File: src/rtl/load_store_unit.sv
// Load/store unit: checks each decoded memory access, runs one req/ack data-bus transaction,
// steers store byte lanes, extends load data, and holds the pipeline until the access ends.
//
// state | meaning
// IDLE  | waiting for a request; a bad access faults here without touching the bus
// BUS   | dmem_req high, waiting for dmem_ack or the timeout
// RESP  | one-cycle completion: load_valid or timeout fault; request inputs ignored
module load_store_unit #(
  parameter int TIMEOUT = 255
) (
  input  logic        clk,
  input  logic        reset_n,
  input  logic        mem_read_en,
  input  logic        mem_write_en,
  input  logic [2:0]  funct3,
  input  logic [31:0] addr,
  input  logic [31:0] store_data,
  input  logic [4:0]  rd_addr,
  output logic        stall,
  output logic        load_valid,
  output logic [31:0] load_data,
  output logic [4:0]  load_rd,
  output logic        lsu_fault,
  output logic        dmem_req,
  output logic        dmem_we,
  output logic [31:0] dmem_addr,
  output logic [31:0] dmem_wdata,
  output logic [3:0]  dmem_wstrb,
  input  logic        dmem_ack,
  input  logic [31:0] dmem_rdata
);

  localparam int CW = (TIMEOUT < 2) ? 1 : $clog2(TIMEOUT + 1);
  localparam logic [CW-1:0] TC = CW'(TIMEOUT);

  typedef enum logic [1:0] {IDLE, BUS, RESP} state_t;

  state_t        state, state_nxt;
  logic [CW-1:0] cnt, cnt_nxt;
  logic [CW-1:0] cnt_inc;
  logic          fault_q, fault_nxt;
  logic [2:0]    f3_q;
  logic [1:0]    off_q;
  logic [4:0]    rd_q;

  logic          req_any;
  logic          misaligned;
  logic          illegal;
  logic          bad_access;
  logic          accept;
  logic          capture_load;
  logic [31:0]   st_wdata;
  logic [3:0]    st_wstrb;
  logic [7:0]    byte_sel;
  logic [15:0]   half_sel;
  logic [31:0]   ld_ext;

  assign req_any = mem_read_en | mem_write_en;
  assign cnt_inc = cnt + 1'b1;

  always_comb begin
    misaligned = 1'b0;
    illegal    = 1'b0;
    case (funct3[1:0])
      2'b01:   misaligned = addr[0];
      2'b10:   misaligned = |addr[1:0];
      2'b11:   illegal    = 1'b1;
      default: misaligned = 1'b0;
    endcase
    // Stores have no unsigned variants; a write request wins over a read.
    if (mem_write_en && funct3[2])
      illegal = 1'b1;
    if (!mem_write_en && (funct3 == 3'b110))
      illegal = 1'b1;
  end

  assign bad_access = misaligned | illegal;

  always_comb begin
    st_wdata = store_data;
    st_wstrb = 4'b1111;
    case (funct3[1:0])
      2'b00: begin
        st_wdata = {4{store_data[7:0]}};
        st_wstrb = 4'b0001 << addr[1:0];
      end
      2'b01: begin
        st_wdata = {2{store_data[15:0]}};
        st_wstrb = 4'b0011 << {addr[1], 1'b0};
      end
      default: begin
        st_wdata = store_data;
        st_wstrb = 4'b1111;
      end
    endcase
  end

  always_comb begin
    case (off_q)
      2'd0:    byte_sel = dmem_rdata[7:0];
      2'd1:    byte_sel = dmem_rdata[15:8];
      2'd2:    byte_sel = dmem_rdata[23:16];
      default: byte_sel = dmem_rdata[31:24];
    endcase
    half_sel = off_q[1] ? dmem_rdata[31:16] : dmem_rdata[15:0];
    case (f3_q)
      3'b000:  ld_ext = {{24{byte_sel[7]}}, byte_sel};
      3'b001:  ld_ext = {{16{half_sel[15]}}, half_sel};
      3'b100:  ld_ext = {24'd0, byte_sel};
      3'b101:  ld_ext = {16'd0, half_sel};
      default: ld_ext = dmem_rdata;
    endcase
  end

  always_comb begin
    state_nxt    = state;
    cnt_nxt      = cnt;
    fault_nxt    = fault_q;
    accept       = 1'b0;
    capture_load = 1'b0;
    stall        = 1'b0;
    lsu_fault    = 1'b0;
    load_valid   = 1'b0;
    dmem_req     = 1'b0;
    case (state)
      IDLE: begin
        if (req_any) begin
          if (bad_access) begin
            lsu_fault = 1'b1;
          end else begin
            accept    = 1'b1;
            stall     = 1'b1;
            cnt_nxt   = '0;
            fault_nxt = 1'b0;
            state_nxt = BUS;
          end
        end
      end
      BUS: begin
        dmem_req = 1'b1;
        stall    = 1'b1;
        cnt_nxt  = cnt_inc;
        if (dmem_ack) begin
          capture_load = ~dmem_we;
          state_nxt    = RESP;
        end else if (cnt_inc == TC) begin
          fault_nxt = 1'b1;
          state_nxt = RESP;
        end
      end
      RESP: begin
        lsu_fault  = fault_q;
        load_valid = ~fault_q & ~dmem_we;
        state_nxt  = IDLE;
      end
      default: state_nxt = IDLE;
    endcase
  end

  always_ff @(posedge clk or negedge reset_n) begin
    if (!reset_n) begin
      state      <= IDLE;
      cnt        <= '0;
      fault_q    <= 1'b0;
      f3_q       <= 3'd0;
      off_q      <= 2'd0;
      rd_q       <= 5'd0;
      dmem_we    <= 1'b0;
      dmem_addr  <= 32'd0;
      dmem_wdata <= 32'd0;
      dmem_wstrb <= 4'd0;
      load_data  <= 32'd0;
      load_rd    <= 5'd0;
    end else begin
      state   <= state_nxt;
      cnt     <= cnt_nxt;
      fault_q <= fault_nxt;
      if (accept) begin
        f3_q       <= funct3;
        off_q      <= addr[1:0];
        rd_q       <= rd_addr;
        dmem_we    <= mem_write_en;
        dmem_addr  <= {addr[31:2], 2'b00};
        dmem_wdata <= mem_write_en ? st_wdata : 32'd0;
        dmem_wstrb <= mem_write_en ? st_wstrb : 4'b0000;
      end
      if (capture_load) begin
        load_data <= ld_ext;
        load_rd   <= rd_q;
      end
    end
  end

endmodule

File: config.mk
export PLATFORM = sky130hd
export DESIGN_NAME = load_store_unit
export DESIGN_NICKNAME = d
export VERILOG_FILES = /design/src/rtl/load_store_unit.sv
export SDC_FILE = /design/constraint.sdc
export NUM_CORES = 1
export LEC_CHECK = 0
export CAP_MARGIN = 40
export CORE_UTILIZATION = 45
export CTS_BUF_LIST = sky130_fd_sc_hd__clkbuf_8
export CTS_CLUSTER_SIZE = 12
export DETAILED_ROUTE_END_ITERATION = 10
export PLACE_DENSITY = 0.92
export REMOVE_ABC_BUFFERS = 1
export SLEW_MARGIN = 25
export SYNTH_ARGS = -nofsm -noshare
export SYNTH_HDL_FRONTEND = slang
export SYNTH_SLANG_ARGS = --single-unit
File: constraint.sdc
create_clock -name clk -period 1.8 [get_ports clk]
set_input_delay 0.36 -clock clk [delete_from_list [all_inputs] [get_ports clk]]
set_output_delay 0.36 -clock clk [all_outputs]
set_load 0.1 [all_outputs]
==> impl_results.md <==
* Status: finished, violations left
* Failing checks: setup timing
* Setup violations, final at just over 80
* Worst Clk Skew at 22.3 ps
* Area share of and/or/nand/nor cells after synthesis at ~12%
* Top cell type's share of synthesized area at between 50% and 60%
* WS Path Type: in -> out
* Setup crit start kind: input port
* Mux share of post-synthesis cell area at about an eighth
* Max-cap violation count at 0
* Routed len/inst at roughly 26 um
* CTS tree: done
* Total grt overflow at 0
* Ratio of final minimum period to clock period at 124%
* Worst EP arrival at about 1900 ps
* FILL cells at around 580
* CTS sink cnt at roughly 130
* Synth warnings at 0
* Clock root cell: clkbuf_8
* Worst hold path class: in -> reg
* Synth area leaders: dfrtp_1 53%, mux2_4 6.9%, o2bb2ai_1 4.0%
* Worst-Margin Slew at 595 ps
* Post-synthesis xor/xnor area fraction at less than 1%
* Iter 0 DRT Violations at ~630
* Crit path required time at approximately 1400 ps
* Initial core utilization at between 40% and 50%
* Final WL at about 25 mm
* Die area at around 13000 sq um
* Unrepaired setup endpoints after global routing: true
* Met2 wire len at between 10 and 15 mm
* Nets at between 800 and 900
* Tmin final at roughly 2200 ps
* Core ar. at ~13000 sq um
* Cell variety after synth at between 50 and 60
* Router iterations before antenna repair at 8
* Reg area at approximately 3100 sq um
* Hold_ws at approximately 240 ps
* Top routing layer in use: met4
* Boundary Pins at approximately 220
* Compound-Gate Fraction of Synth Area at 15.7%
* CP max FO at 2
* Met3 WL at about 2.6 mm
* DP Area at ~9600 sq um
* Vias in the first global route at 5857
* Non-Filler Instances at around 950
* Number of synthesized flops with an enable pin at 0
* DP Wirelength at between 10 and 15 mm
* First-pass GRT wire length at between 30 and 40 mm
* Area leader, netlist: dfrtp_1
* Critical Path Sink Type: primary output
* Slew headroom at between 60 and 70%
* Die height at about 120 um
* Multi-input logic area at 2720 sq um
* Seq/Total Area, Yosys at around 53%
* Post-Syn Area at between 5000 and 6000 sq um
* Routed Antenna Nets at 0
* Pin count of the biggest net entering global routing at 50
* Worst-skew pair later-pin latency at between 400 and 500 ps
* Wire length on met1 at 8.36 mm
* Initial antenna violation count at 2
* Layout cells sized above 1 at a little under two fifths
* H-tree levels at 4
* Final Hold Fails at 0
* Share of flip-flops with an asynchronous set or reset at 100%
* Clock buffer depth at 2
* Gr usage total at about 33%
* Area growth syn-to-layout at 79.4%
* Port bufs at ~220
* Post-Layout Inst Area at 10500 sq um
* GP Congestion at between 0.8 and 0.9
* Main combinational cell family by area after synthesis: compound AO/OA/AOI/OAI gates
* Synthesized-area fraction occupied by adder cells at about 1.3%
* Die X at 116 um
* Via count at 5751
* Row cnt at just over 40
* Gate Count Post-Synth at slightly above 500
* Fmax achieved at between 400 and 500 MHz
* Yosys reg bits at about 130
* Primary FF master, synth: dfrtp_1
* Cts bufs inserted at 17
* Clock Pin Slew Worst Setup and Hold Paths at approximately 70 ps
* Final Util at between 80% and 90%
* Worst setup margin at -440 ps
* DRC viols at 0
* Post-Syn Area per Cell at around 11 sq um
* Fin. max-slew vios at 0
* Placed cells at ~910
* Avg Vias per Cell at 6.03
-- synthesized netlist by cell type, types with 3 or more instances --
cell type,instances
nand3_1,27
ha_1,6
buf_4,3
a21o_1,5
mux2i_1,9
buf_2,8
o22ai_1,9
nand2b_1,5
nor3_1,4
mux2_1,11
mux2_4,27
a31oi_1,7
a22o_1,25
o2bb2ai_1,27
nand2_1,52
inv_1,15
buf_6,6
nor2_1,16
o21ai_0,18
clkbuf_1,17
nand3b_1,8
nand3_2,10
dfrtp_1,125
mux2_2,10
a21oi_1,31
-- routing by layer --
layer	vias up	GRT usage, %
met3	117	10.4
met4	0	15.9
met2	476	57.7
met5	-	0
met1	2794	35.0
li1	2364	-
-- per-stage QoR --
stage                     worst slack, ps  TNS, ps
final                                -440   -20070
after global placement               -859   -71270
after detailed placement             -968   -82100
after floorplan                     -2570  -147460
after CTS                            -412    -1940
after global routing                 -530   -25900
-- what timing repair did --
item / in CTS / in global routing
endpoints found under the hold margin: 30 / 0
hold buffers: 1 / 0
resized for setup: 45 / 36
buffers inserted: 8 / 4
gates cloned: 0 / 7
pin swaps: 12 / 8
setup endpoints to repair: 91 / 91
-- path summary, 6_finish.rpt --
path                                 startpoint                         to  slack (ps)  depth (start not counted)
setup / recovery                      funct3[0]                  lsu_fault        -440                          9
hold / removal                        funct3[1]        f3_q[1]$_DFFE_PN0P_         240                          2
setup reg to reg           state[1]$_DFFE_PN0P_   dmem_addr[4]$_DFFE_PN0P_         -10                          5
hold reg to reg             rd_q[1]$_DFFE_PN0P_     load_rd[1]$_DFFE_PN0P_         470                          2
max in group asynchronous               reset_n        dmem_we$_DFFE_PN0P_         760                          3
min in group asynchronous               reset_n  dmem_addr[10]$_DFFE_PN0P_         410                          2
-- final cells by class --
cell class,count,share of cell area (%)
Timing Repair Buffer,273,37.5
Sequential cell,125,29.8
Multi-Input combinational cell,334,25.9
Clock buffer,22,2.88
Tap cell,172,2.05
Clock inverter,10,1.16
Inverter,16,0.643
Antenna cell,2,0.0476
-- layout by cell type (no fill, tap or decap), types with 5 or more instances in the layout --
cell type,instances
dfrtp_1,120
buf_12,118
clkdlybuf4s50_1,102
nand2_1,51
mux2_4,39
buf_4,32
a21oi_1,31
nand3_1,27
a22o_1,25
clkbuf_8,22
o2bb2ai_1,20
o21ai_0,18
inv_1,17
nor2_1,13
nand3_2,10
buf_6,10
mux2_2,9
o22ai_1,9
mux2i_1,9
nand3b_1,8
a31oi_1,7
o2bb2ai_2,6
clkbuf_16,6
nand2b_1,5
a21o_1,5
dfrtp_2,5
-- worst max-delay path: stages --
cell and delay [ps]:
buf_6 100, buf_6 110, ha_4 150, o211ai_1 190, nand4b_1 280, buf_4 250
a22oi_2 190, nor2_2 80, buf_12 170
-- sequential cells by signal, indices dropped and copies added (netlist names) --
register and count:
dmem_wdata 32, load_data 32, dmem_addr 30, cnt 8, load_rd 5, rd_q 5
dmem_wstrb 4, f3_q 3, off_q 2, state 2, dmem_we 1, fault_q 1
-- cell families (layout without fill, tap and decap cells) --
family / Yosys count / count (layout)
flip-flops: 125 / 125
AND/OR/NAND/NOR: 135 / 135
multiplexers: 58 / 58
AO/OA/AOI/OAI: 132 / 132
adder cells (fa/ha/maj): 6 / 6
buffers and inverters: 52 / 321
other: 1 / 4
XOR/XNOR: 1 / 1
Power is not shown: default switching activity piles up to over one toggle a cycle in this logic, so the estimate is an artifact.
